===== src/rtl/uart_pkg.sv =====
`default_nettype none
// ============================================================================
// Module   : uart_pkg
// Brief    : Shared defaults and width helpers for the UART baud-tick path.
// Revision : 1.0 - initial release
// ============================================================================
package uart_pkg;

    localparam int UART_DIV_W     = 16;
    localparam int UART_OSR       = 16;
    localparam int UART_RESET_DIV = 54;

    // Oversample counter width; OSR is at least 2, so this is never zero.
    function automatic int uart_ocnt_w(input int osr);
        return (osr < 2) ? 1 : $clog2(osr);
    endfunction

    localparam int UART_OCNT_W = uart_ocnt_w(UART_OSR);

endpackage
`default_nettype wire


===== src/rtl/uart_prescaler.sv =====
`default_nettype none
// ============================================================================
// Module   : uart_prescaler
// Brief    : Loadable clock prescaler; emits a raw one-cycle wrap strobe.
// Revision : 1.0 - initial release
// ============================================================================
module uart_prescaler
    import uart_pkg::*;
#(
    parameter int DIV_W     = UART_DIV_W,
    parameter int RESET_DIV = UART_RESET_DIV
) (
    input  logic             clk,
    input  logic             reset,
    input  logic             en_i,
    input  logic             clear_i,
    input  logic             div_load_i,
    input  logic [DIV_W-1:0] div_in_i,
    output logic [DIV_W-1:0] div_q_o,
    output logic             wrap_o
);

    logic [DIV_W-1:0] pcnt_q;
    logic [DIV_W-1:0] pcnt_d;
    logic [DIV_W-1:0] div_q;
    logic [DIV_W-1:0] div_d;
    logic [DIV_W-1:0] w_last;
    logic             w_wrap;

    // A divisor of 0 behaves like 1: wrap on every enabled cycle.
    assign w_last = (div_q <= DIV_W'(1)) ? '0 : (div_q - DIV_W'(1));

    always_comb begin
        pcnt_d = pcnt_q;
        div_d  = div_q;
        w_wrap = 1'b0;
        if (div_load_i) begin
            div_d = div_in_i;
        end
        if (clear_i) begin
            pcnt_d = '0;
        end else if (en_i) begin
            if (pcnt_q == w_last) begin
                pcnt_d = '0;
                w_wrap = 1'b1;
            end else begin
                pcnt_d = pcnt_q + DIV_W'(1);
            end
        end
    end

    always_ff @(posedge clk) begin
        if (reset) begin
            pcnt_q <= '0;
            div_q  <= DIV_W'(RESET_DIV);
        end else begin
            pcnt_q <= pcnt_d;
            div_q  <= div_d;
        end
    end

    assign div_q_o = div_q;
    assign wrap_o  = w_wrap;

endmodule
`default_nettype wire


===== src/rtl/baud_tick_gen.sv =====
`default_nettype none
// ============================================================================
// Module   : baud_tick_gen
// Brief    : Programmable UART baud-tick generator with half-bit alignment.
// Revision : 1.0 - initial release
// ============================================================================
module baud_tick_gen
    import uart_pkg::*;
#(
    parameter int DIV_W     = UART_DIV_W,
    parameter int OSR       = UART_OSR,
    parameter int RESET_DIV = UART_RESET_DIV
) (
    input  logic             clk,
    input  logic             reset,
    input  logic             en_i,
    input  logic [DIV_W-1:0] div_in_i,
    input  logic             div_load_i,
    input  logic             align_i,
    output logic             os_tick_o,
    output logic             bit_tick_o,
    output logic             half_phase_o,
    output logic [DIV_W-1:0] div_q_o
);

    localparam int              OCNT_W      = uart_ocnt_w(OSR);
    localparam logic [OCNT_W-1:0] c_FULL_TERM = OCNT_W'(OSR - 1);
    localparam logic [OCNT_W-1:0] c_HALF_TERM = OCNT_W'(OSR / 2 - 1);

    logic              w_clear;
    logic              w_wrap;
    logic [OCNT_W-1:0] w_term;

    logic [OCNT_W-1:0] ocnt_q;
    logic [OCNT_W-1:0] ocnt_d;
    logic              half_q;
    logic              half_d;
    logic              os_tick_q;
    logic              os_tick_d;
    logic              bit_tick_q;
    logic              bit_tick_d;

    assign w_clear = div_load_i | align_i;

    uart_prescaler #(
        .DIV_W     (DIV_W),
        .RESET_DIV (RESET_DIV)
    ) u_prescaler (
        .clk        (clk),
        .reset      (reset),
        .en_i       (en_i),
        .clear_i    (w_clear),
        .div_load_i (div_load_i),
        .div_in_i   (div_in_i),
        .div_q_o    (div_q_o),
        .wrap_o     (w_wrap)
    );

    assign w_term = half_q ? c_HALF_TERM : c_FULL_TERM;

    // Strobes win over counting; the prescaler already suppresses its wrap then.
    always_comb begin
        ocnt_d     = ocnt_q;
        half_d     = half_q;
        os_tick_d  = 1'b0;
        bit_tick_d = 1'b0;
        if (w_clear) begin
            ocnt_d = '0;
            if (align_i) begin
                half_d = 1'b1;
            end
        end else if (en_i && w_wrap) begin
            os_tick_d = 1'b1;
            if (ocnt_q == w_term) begin
                ocnt_d     = '0;
                bit_tick_d = 1'b1;
                half_d     = 1'b0;
            end else begin
                ocnt_d = ocnt_q + OCNT_W'(1);
            end
        end
    end

    always_ff @(posedge clk) begin
        if (reset) begin
            ocnt_q     <= '0;
            half_q     <= 1'b1;
            os_tick_q  <= 1'b0;
            bit_tick_q <= 1'b0;
        end else begin
            ocnt_q     <= ocnt_d;
            half_q     <= half_d;
            os_tick_q  <= os_tick_d;
            bit_tick_q <= bit_tick_d;
        end
    end

    assign os_tick_o    = os_tick_q;
    assign bit_tick_o   = bit_tick_q;
    assign half_phase_o = half_q;

endmodule
`default_nettype wire


===== config.mk =====
export PLATFORM = sky130hd
export DESIGN_NAME = baud_tick_gen
export DESIGN_NICKNAME = d
export VERILOG_FILES = /design/src/rtl/uart_pkg.sv /design/src/rtl/uart_prescaler.sv /design/src/rtl/baud_tick_gen.sv
export SDC_FILE = /design/constraint.sdc
export NUM_CORES = 1
export LEC_CHECK = 0
export ABC_AREA = 1
export BUFFER_PORTS_ARGS = -buffer_cell sky130_fd_sc_hd__buf_4
export CORE_MARGIN = 2
export CORE_UTILIZATION = 62
export CTS_CLUSTER_DIAMETER = 120
export CTS_CLUSTER_SIZE = 20
export DETAILED_ROUTE_END_ITERATION = 12
export PLACE_DENSITY = 0.86
export SLEW_MARGIN = 10
export SYNTH_ARGS = -nofsm -noshare
export SYNTH_HDL_FRONTEND = slang
export SYNTH_HIERARCHICAL = 1
export SYNTH_SLANG_ARGS = --single-unit

===== constraint.sdc =====
create_clock -name clk -period 3.79 [get_ports clk]
set_input_delay 0.1895 -clock clk [delete_from_list [all_inputs] [get_ports clk]]
set_output_delay 0.1895 -clock clk [all_outputs]
set_load 0.02 [all_outputs]

; Yosys cells after proc, flatten, opt, wreduce, memory -nomap -nowiden
; Cells that the tools add are included.
[totals]
reg_bits = 39
inputBits = 21
wordCells = 34
[op_classes]
add_sub_neg = 3
n_lt_le_gt_ge = 1
n_eq_ne = 3
muxes = 13
bitwise_logic = 2
n_reduce_logical = 6
[op_table]
columns = op, count
row1 = $mux 16, 2
row2 = $add 16x1->16 const B, 1
row3 = $eq 16x16->1, 1
row4 = $le 16x1->1 const B, 1
row5 = $sub 16x1->16 const B, 1
row6 = $mux 1, 9
row7 = $mux 4, 2
row8 = $add 4x1->4 const B, 1
row9 = $eq 4x4->1, 1
row10 = $reduce_bool 2->1, 2
row11 = $reduce_and 3->1, 1
row12 = $reduce_or 3->1, 1
row13 = $ne 2x2->1 const B, 1
row14 = $reduce_or 2->1, 1
row15 = $logic_and 1x1->1, 1
row16 = $not 1->1, 1
row17 = $or 1x1->1, 1

; Depth between registers and ports, before layout
; Gate-level depths: netlist of run 1.
[depth]
ltp_word = 9
depth_mapped = 22
mapped_depth_nobuf = 21

; Hierarchy
; Netlist of run 1, hierarchy kept.
[modules_own_cells]
columns = mod, instances, cells_each, area_each_um2, seq_area_each_um2
row1 = uart_prescaler, 1, 385, 2337.2, 640.6
row2 = baud_tick_gen, 1, 45, 360.3, 140.1

; Least setup slack after synthesis of run 1
; OpenSTA, ideal clock, no wires.
[synth_timing]
path_type = register to register
startpoint = reg u_prescaler.div_q[0] (netlist: u_prescaler/div_q_o[0])
endpoint = reg half_q (netlist: half_phase_o)
setup_time_ns = 0.116
arrival_time_ns = 2.570
required_time_ns = 3.674
path_slack_ns = 1.104
stages_incl_launch_ff = 22
path_buffers = 1
period_less_slack_ns = 2.686
path_cell_list = dfxtp_1 -> inv_1 -> ha_1 -> inv_1 -> nand2_1 -> nand2_1 -> nor2_4 -> nand2_4 -> buf_6 -> nand3_1 -> nand2_1 -> nand3_1 -> nor2_1 -> nand2_1 -> nor2_1 -> nand3_1 -> nor3_1 -> nand2_2 -> nor2_4 -> nand2_2 -> o21ai_1 -> nand2_1
[synth_between]
elab_chain_cells = 9
elab_cells_between_ends = 10
cone_classes = 1 x add/sub / 1 x order compare / 1 x eq/ne / 4 x mux / 3 x reduce/logical
[synth_rtl]
columns = element, line_no
row1 = start: declaration, uart_prescaler.sv:25  ; logic [DIV_W-1:0] div_q;
row2 = start signal: assignment, uart_prescaler.sv:55  ; div_q <= DIV_W'(RESET_DIV);
row3 = start signal: assignment, uart_prescaler.sv:58  ; div_q <= div_d;
row4 = $sub 16x1->16 or $le 16x1->1 (tied branches), uart_prescaler.sv:31  ; assign w_last = (div_q <= DIV_W'(1)) ? '0 : (div_q - DIV_W'(1));
row5 = $mux 16 *, uart_prescaler.sv:31
row6 = $eq 16x16->1 *, uart_prescaler.sv:43  ; if (pcnt_q == w_last) begin
row7 = $mux 1 *, uart_prescaler.sv:43
row8 = $mux 1 *, uart_prescaler.sv:42  ; end else if (en_i) begin
row9 = $mux 1 *, uart_prescaler.sv:40  ; if (clear_i) begin
row10 = via w_wrap, baud_tick_gen.sv:31  ; logic w_wrap;
row11 = $logic_and 1x1->1 *, baud_tick_gen.sv:72  ; end else if (en_i && w_wrap) begin
row12 = $reduce_bool 2->1 (no source line) *, -
row13 = $reduce_and 3->1 (no source line) *, -
row14 = end signal: assignment, baud_tick_gen.sv:92  ; half_q <= half_d;
row15 = end: declaration, baud_tick_gen.sv:36  ; logic half_q;
; Mark *: on every way through the listed nets, which the timed path passes. The rest lies on a longest branch.
; A chain may end at the register's enable or synchronous reset.

; Final worst setup path of run 1
; Ends and elaborated chain as after synthesis.

==> results of run 1 <==
worst paths after layout:
path,start,end,cells past startpoint
max,u_prescaler/div_q_o[0],half_phase_o,20
min,align_i,half_phase_o,3
max reg2reg,u_prescaler/div_q_o[0],half_phase_o,20
min reg2reg,ocnt_q[2],ocnt_q[2],2
worst register-to-register path, stage by stage, from the launching register on:
cell and delay [ns]:
dfxtp_1 0.36, inv_1 0.13, ha_1 0.29, inv_1 0.07, nand2_1 0.05, nand2_1 0.09, nor2_4 0.04, nand2_4 0.20
nand3_1 0.17, nand2_1 0.10, nand3_1 0.09, nor2_1 0.09, nand2_1 0.05, nor2_1 0.10, nand3_1 0.12, nor3_1 0.32
nand2_2 0.17, nor2_4 0.16, nand2_2 0.08, o21ai_1 0.12, nand2_1 0.06
Yosys cell counts (2+ instances only):
cell type | instances | area [um^2]
dfxtp_1 | 39 | 781
xor2_1 | 7 | 61.3
nor2_2 | 17 | 106
nand2_2 | 12 | 75.1
ha_1 | 4 | 50.1
nor3_1 | 7 | 35.0
nand2_1 | 113 | 424
inv_1 | 62 | 233
nand3_1 | 40 | 200
clkbuf_1 | 3 | 11.3
a21oi_1 | 16 | 80.1
nor2_1 | 45 | 169
nor2_4 | 6 | 67.6
a21oi_2 | 3 | 26.3
o21ai_1 | 2 | 10.0
o21ai_0 | 22 | 110
xnor2_1 | 2 | 17.5
buf_6 | 2 | 22.5
nand3_2 | 4 | 40.0
nand4_1 | 13 | 81.3
power by group through the flow:
stage / combinational [mW] / clock, mW / sequential, mW
detailed placement: 0.174 / 0 / 0.450
global route: 0.197 / 0.302 / 0.442
finish: 0.176 / 0.276 / 0.440
CTS: 0.175 / 0.284 / 0.440
global placement: 0.171 / 0 / 0.449
floorplan: 0.103 / 0 / 0.460
stage by stage:
step	setup slack [ns]	cells	cell area (um^2)	total power, mW	hold slack [ns]
2_1_floorplan	1.10	430	2700	0.563	0.283
3_3_place_gp	0.998	512	3000	0.619	0.388
3_5_place_dp	0.852	512	3000	0.623	0.389
4_1_cts	0.837	520	3080	0.899	0.0787
5_1_grt	0.558	520	3080	0.941	0.104
6_report	0.807	520	3080	0.892	0.0897
per-layer routing:
| metal | up-vias | part of all wire, % | global-route usage, % |
|---|---|---|---|
| met3 | 16 | 4.8 | 5.05 |
| met5 | - | 0 | 0 |
| met1 | 1316 | 43 | 36.2 |
| met2 | 106 | 50 | 50.1 |
| li1 | 1432 | - | - |
| met4 | 0 | 2.0 | 10.5 |
final cells by class:
class,count,share of cell area (%)
repair buffers,39,9.49
inverters,63,7.67
flip-flops and latches,39,25.3
well taps,50,2.03
clock inverters,2,0.406
clock buffers,6,2.35
multi-input cells,321,52.7
sequential cells by signal, summed over array words and instances, names as in the netlist:
register and count:
u_prescaler/div_q_o 16, u_prescaler/pcnt_q 16, bit_tick_o 1, os_tick_o 1, half_phase_o 1, ocnt_q 4
logic make-up after synthesis:
| group | count (synthesis) | synth area share (%) |
|---|---|---|
| compound gates | 45 | 8.91 |
| xor+xnor | 9 | 2.92 |
| fa+ha+maj | 4 | 1.86 |
| buf+inv | 70 | 10.8 |
| flops | 39 | 28.9 |
| simple gates | 263 | 46.6 |
cells in the final DEF, fill, tap and decap left out, types with 2 or more instances in the layout:
cell type,netlist,layout
nor2_2,17,17
nand2_1,113,113
a21oi_2,3,3
xor2_1,7,7
nand2_2,12,12
nor3_1,7,7
dfxtp_1,39,39
xnor2_1,2,2
o21ai_1,2,2
o21ai_0,22,22
buf_4,0,39
nand3_1,40,40
inv_1,62,62
nand4_1,13,13
ha_1,4,4
a21oi_1,16,16
nor2_4,6,6
clkbuf_8,0,5
nor2_1,45,45
nand3_2,4,4
==> flow_summary.toml, run 1 <==
[detailed_routing]
avgViaCountPerCell = 5.52
postRouteAntennaNets = 0
drcViolationCount = 0
drt_first_iter_violations = 181
drt_wl_total_um = 6680
vias = 2870
avgRoutedWirePerCell_um = 12.8
drt_pre_antenna_iters = 5

[pwr]
comb_power_share_pct = 19.8
p_sw_share_pct = 30.6
leakage_nw = 1.43
power.switching_mw = 0.273
power_frac_seq_pct = 49.3
ir_drop_mv = 0.217
p_clk_share_pct = 30.9
power.density_nw_per_um2 = 289
p_int_mw = 0.619

[run]
cap_violations = 0

[die]
start_util_pct = 66.0
die_x_um = 70.0
chipHeight_um = 70.0
die-area_um2 = 4890
rows = 23
design.core.area_um2 = 4090
io_pins = 40

[grt]
grt_max_degree = 26
grt_first_pass_wirelength_um = 11700
track_usage_pct = 29.0
grt_pass1_vias = 2682
grt_antenna_before_repair = 0
grt_overflow_total = 0

[clock_tree]
post_cts_buffers = 0
cts_hold_buf = 0
cts_tree = "done"
numCtsBuffers = 5
cts_resized = 0
cts-htree-levels = 2
cts-root-buf = "clkbuf_8"
clock_path_buffers = 2
insertion_delay_ns = 0.29
clk_pin_slew_ns = 0.08
cts_sinks = 39

[sta]
finalSetupTns_ns = 0
timing.fmax_ghz = 0.335
worstMarginPinSlew_ns = 0.605
hold_viol_final = 0
slew_headroom_pct = 59.6
rsz0062_at_grt = "no"
drv_slew = 0
period_share_pct = 78.7
period_minus_slack_ns = 2.98
skew_ns = 0.00498
setup_viol = 0

[yosys]
syn-num-nets = 455
ys.flop_type = "dfxtp_1"
synth_edf_count = 0
syn_inst = 430
ys_seq_elements = 39
yosys_warnings = 6
ys_types = 31
synthArstFlopShare_pct = 0
synth.yosys.seq_area_share_pct = 28.9
post_synth.cell_area_avg_um2 = 6.27
syn_area_um2 = 2700

[critical_path]
cp_slowest_stage_delay_ns = 0.36
cpMaxStageDelayCell = "dfxtp_1"
critPathKind = "register to register"
crit_family = "simple AND/OR/NAND/NOR gates"
regToRegSetupSlack_ns = 0.81
cp_data_arrival_time_ns = 3.17
cp_cell_sequence = "inv_1, ha_1, inv_1, nand2_1, nand2_1, nor2_4, nand2_4, nand3_1, nand2_1, nand3_1, nor2_1, nand2_1, nor2_1, nand3_1, nor3_1, nand2_2, nor2_4, nand2_2, o21ai_1, nand2_1"
critPathBufInv = 2
cp-start-kind = "register"
worstSetupEndpointType = "register"
crit_fanout = 24
worstPathRequired_ns = 3.98
cpMostUsedCell = "nand2_1"

[placed_design]
hpwl_um = 5270
port_buffers = 39
place_congestion = 0.941

[status]
status = "complete, no violations"

[cells_and_area]
fillers = 356
area_growth_pct = 14.3
post-route-util_pct = 75.5
nNetsFinal = 494
diodes = 0
drive_gt1_share_pct = 19.8
multiInputGateArea_um2 = 1630
ff_latch_area_um2 = 781

[min_path]
hold_class = "primary input to register"
Note: power is estimated with default switching activity, not from simulation.
==> run 2: changes to the inputs <==
- CORE_UTILIZATION: 62 -> 57
- PLACE_DENSITY: 0.86 -> 0.8
- clock period: 3.79 -> 2.95 ns (I/O delays scaled with it)
==> flow_summary.toml, run 2 (synthesized netlist as in run 1, its figures left out) <==
[pwr]
power_mw = 1.25
comb_power_share_pct = 18.2
p_sw_share_pct = 27.7
p_int_mw = 0.906
ir_drop_mv = 0.275
leakage_nw = 1.43
power.density_nw_per_um2 = 398
p_clk_share_pct = 36.6
power_frac_seq_pct = 45.1
power.switching_mw = 0.346

[grt]
grt_antenna_before_repair = 0
track_usage_pct = 26.0
grt_max_degree = 26
grt_first_pass_wirelength_um = 10900
grt_pass1_vias = 2488
grt_overflow_total = 0

[detailed_routing]
drt_wl_total_um = 6650
vias = 2741
avgViaCountPerCell = 5.22
postRouteAntennaNets = 0
drt_first_iter_violations = 168
avgRoutedWirePerCell_um = 12.7
drt_pre_antenna_iters = 4
drcViolationCount = 0

[sta]
rsz0062_at_grt = "no"
skew_ns = 0.00560
hold_viol_final = 0
holdWs_ns = 0.0502
worstMarginPinSlew_ns = 0.579
worst_slack_ns = 0.241
setup_viol = 0
finalSetupTns_ns = 0
period_share_pct = 91.8
period_minus_slack_ns = 2.71
slew_headroom_pct = 61.4
drv_slew = 0
timing.fmax_ghz = 0.369

[cells_and_area]
area_growth_pct = 16.5
nNetsFinal = 495
fin_area_um2 = 3140
layout_common_cells = "nand2_1, inv_1, nor2_1, nand3_1, buf_4"
diodes = 0
post-route-util_pct = 67.9
final_common_cell = "nand2_1"
stdcell_count = 525
drive_gt1_share_pct = 20.4

[clock_tree]
post_cts_buffers = 0
numCtsBuffers = 5
clk_pin_slew_ns = 0.07
cts_tree = "done"
cts_hold_buf = 0
cts-root-buf = "clkbuf_8"
cts_sinks = 39
clock_path_buffers = 2
cts-htree-levels = 2
insertion_delay_ns = 0.29

[critical_path]
cp_slowest_stage_delay_ns = 0.36
crit_fanout = 5
critPathBufInv = 1
cp_cell_sequence = "inv_1, ha_1, nand2_2, o21ai_0, nand3_1, nand2_1, nand2_1, nor2_1, nand3_1, nor2_1, nand3_1, nor3_2, nand2_2, nor2_4, nand2_2, o21ai_1, nand2_1"
crit_family = "simple AND/OR/NAND/NOR gates"
cpMaxStageDelayCell = "o21ai_0"
cp-start-kind = "register"
critPathKind = "register to register"
worstPathRequired_ns = 3.14
worstSetupEndpointType = "register"
cp_data_arrival_time_ns = 2.89

[placed_design]
port_buffers = 39
hpwl_um = 5280
place_congestion = 0.859
placed_cell_area_um2 = 3010
dp.cells = 517
pre_cts_ws_ns = 0.118

[die]
rows = 25
chipHeight_um = 72.8
design.core.area_um2 = 4630
die_x_um = 72.8
start_util_pct = 58.3
die-area_um2 = 5300
io_pins = 40

[run]
cap_violations = 0

[min_path]
hold_class = "primary input to register"

[status]
status = "complete, no violations"
==> run 2: routing by layer <==
metal  vias up  part of all wire [%]  GRT usage [%]
li1       1436                     -              -
met1      1243                    45           32.5
met2        53                    50           46.0
met3         9                   3.4           4.01
met4         0                   1.2           8.02
met5         -                     0              0
==> run 2: area by class of cell <==
cell class | count | area (um^2)
flip-flops and latches | 39 | 781
inverters | 63 | 236
clock inverters | 2 | 35.0
multi-input cells | 321 | 1640
repair buffers | 40 | 300
clock buffers | 6 | 82.6
fillers | 435 | 1490
well taps | 54 | 67.6
==> run 2: worst paths after layout <==
| path | end | cells past startpoint | slack, ns | start |
|---|---|---|---|---|
| setup / recovery | half_phase_o | 17 | 0.24 | u_prescaler/div_q_o[1] |
| setup reg to reg | half_phase_o | 17 | 0.24 | u_prescaler/div_q_o[1] |
| hold reg to reg | ocnt_q[1] | 2 | 0.51 | ocnt_q[1] |
| hold / removal | half_phase_o | 3 | 0.05 | align_i |
==> run 2: worst register-to-register path, cell delays in order (launching register included) <==
cell and delay, ns:
dfxtp_1 0.33, inv_1 0.11, ha_1 0.26, nand2_2 0.13, o21ai_0 0.36, nand3_1 0.12
nand2_1 0.08, nand2_1 0.07, nor2_1 0.10, nand3_1 0.08, nor2_1 0.09, nand3_1 0.12
nor3_2 0.23, nand2_2 0.15, nor2_4 0.15, nand2_2 0.07, o21ai_1 0.11, nand2_1 0.05
==> run 2: repair_timing <==
item / CTS / global route
setup endpoints to repair: 0 / 5
hold endpoints to repair: 0 / 0
resized for setup: 0 / 2
==> run 2: power groups by stage <==
stage / clock network (mW) / registers [mW] / logic [mW]
after floorplan: 0 / 0.591 / 0.132
after global placement: 0 / 0.577 / 0.222
after detailed placement: 0 / 0.577 / 0.225
after CTS: 0.470 / 0.565 / 0.226
after global routing: 0.492 / 0.568 / 0.254
final: 0.459 / 0.565 / 0.228
==> run 3: changes to the inputs <==
- ABC_AREA: 1 -> not set
- BUFFER_PORTS_ARGS: -buffer_cell sky130_fd_sc_hd__buf_4 -> not set
- CORE_UTILIZATION: 57 -> 63
- DONT_BUFFER_PORTS: not set -> 1
- PLACE_DENSITY: 0.8 -> 0.79
==> flow_summary.toml, run 3 <==
[status]
status = "complete, but fails checks"
violations = "negative setup slack"

[detailed_routing]
drt_first_iter_violations = 432
drt_pre_antenna_iters = 8
drt_wl_total_um = 8380
avgRoutedWirePerCell_um = 22.0
drcViolationCount = 0
vias = 2582
postRouteAntennaNets = 0
avgViaCountPerCell = 6.78

[die]
chipHeight_um = 64.0
die_x_um = 64.0
die-area_um2 = 4090
design.core.area_um2 = 3390
io_pins = 40
rows = 21
start_util_pct = 66.8

[cells_and_area]
nNetsFinal = 359
drive_gt1_share_pct = 25.1
layout_common_cells = "nor2_1, buf_4, dfxtp_1, dlygate4sd3_1, xnor2_1"
fillers = 137
area_growth_pct = 35.7
diodes = 0

[sta]
period_share_pct = 119
skew_ns = 0.0185
worst_slack_ns = -0.563
slew_headroom_pct = 63.5
rsz0062_at_grt = "yes"
drv_slew = 0
hold_viol_final = 0
setup_viol = 23
timing.fmax_ghz = 0.285
period_minus_slack_ns = 3.51
worstMarginPinSlew_ns = 0.545
finalSetupTns_ns = -5.09

[yosys]
yosys_warnings = 6
post_synth.cell_area_avg_um2 = 8.45
syn_area_um2 = 2260
synth_edf_count = 0
yosys.area.top_type = "dfxtp_1"
synth_commonest_cells = "nor2_1, dfxtp_1, xnor2_1"
yosys-top-cells-area = "dfxtp_1, xnor2_1, nor2_1"
syn-num-nets = 293
syn_inst = 268
yosysTopAreaCellShare_pct = 34.5
synthMostInstantiatedCell = "nor2_1"
ys.flop_type = "dfxtp_1"
synth.yosys.seq_area_share_pct = 34.5
synthArstFlopShare_pct = 0
ys_seq_elements = 39
ys_types = 50

[run]
cap_violations = 0

[grt]
grt_pass1_vias = 2496
grt_max_degree = 16
track_usage_pct = 41.5
grt_first_pass_wirelength_um = 12900
grt_overflow_total = 0
grt_antenna_before_repair = 0

[critical_path]
cp_slowest_stage_delay_ns = 0.38
critPathKind = "register to register"
worstSetupEndpointType = "register"
rr_startpoint = "u_prescaler/div_q_o[2]"
cp_cell_sequence = "buf_4, nor4_1, buf_4, nand2_1, nor3_1, xnor2_1, a222oi_1, and4b_4, nand4_1, nor2_2, nand4_1, nor2_1, nor3_2"
crit_start = "u_prescaler/div_q_o[2]"
cp_data_arrival_time_ns = 3.74
cpMaxStageDelayCell = "nor4_1"
cp-start-kind = "register"
crit_fanout = 7
worstPathRequired_ns = 3.18

[placed_design]
port_buffers = 0
place_congestion = 0.921
hpwl_um = 4300

[pwr]
power.density_nw_per_um2 = 371
leakage_nw = 1.12
ir_drop_mv = 0.358
power_mw = 1.14

[clock_tree]
cts-root-buf = "clkbuf_4"
insertion_delay_ns = 0.35
cts_sinks = 39
numCtsBuffers = 5
clock_path_buffers = 2
cts_tree = "done"
clk_pin_slew_ns = 0.13
cts-htree-levels = 2

[min_path]
hold_class = "primary input to register"
min-delay-start = "en_i"
run 3: critical path, delay by kind of cell (launching register included):
kind            cells  cell delay, ns
compound gates      1            0.38
xor+xnor            1            0.18
buf+inv             2            0.41
flops               1            0.37
simple gates        9            2.05
run 3: kinds of logic after synthesis:
logic type / after synthesis / synth area share (%)
simple gates: 124 / 27.8
flops: 39 / 34.5
compound gates: 33 / 12.5
xor+xnor: 31 / 12.0
buf+inv: 21 / 3.87
mux: 16 / 7.07
fa+ha+maj: 4 / 2.21
run 3: path summary, 6_finish.rpt:
check                                  to  slack [ns]  cells past startpoint
worst max-delay path            ocnt_q[0]       -0.56                     13
worst min-delay path            ocnt_q[2]        0.03                      3
worst min register to register  ocnt_q[1]        0.52                      2
worst max register to register  ocnt_q[0]       -0.56                     13
run 3: metrics by stage:
stage / utilization, % / hold WS, ns / cell area, um^2 / setup slack [ns] / std cells
after floorplan: - / 0.220 / 2290 / -0.477 / 268
after global placement: 75.5 / 0.214 / 2560 / -0.301 / 338
after detailed placement: 75.5 / 0.222 / 2560 / -0.350 / 338
after CTS: 88.9 / 0.00539 / 3010 / -0.300 / 381
after global routing: 90.7 / 0.0150 / 3070 / -0.575 / 381
final: 90.7 / 0.0298 / 3070 / -0.563 / 381
run 3: final cells by class:
type,instances,area [um^2],area share [%]
inverters,10,37.5,1.22
well taps,46,57.6,1.87
clock inverters,1,5.00,0.163
flip-flops and latches,39,791,25.7
clock buffers,7,76.3,2.48
repair buffers,69,599,19.5
multi-input cells,209,1510,49.0
run 3: metal layers:
layer | global-route usage, % | share of wire [%]
met1 | 50.7 | 37
met2 | 69.5 | 47
met3 | 9.33 | 10
met4 | 17.9 | 5.8
met5 | 0 | 0
run 3: timing repair:
action	4_1_cts	5_1_grt
buffers inserted	4	1
hold endpoints to repair	20	0
endpoints found under the setup margin	23	23
resized for setup	7	16
hold buffers	31	0
pin swaps	5	3
cloned	1	0
run 3: power breakdown:
part / leakage, nW / internal, mW / switching, mW
clock network: 0.0464 / 0.166 / 0.180
logic: 0.755 / 0.115 / 0.129
registers: 0.318 / 0.540 / 0.0107
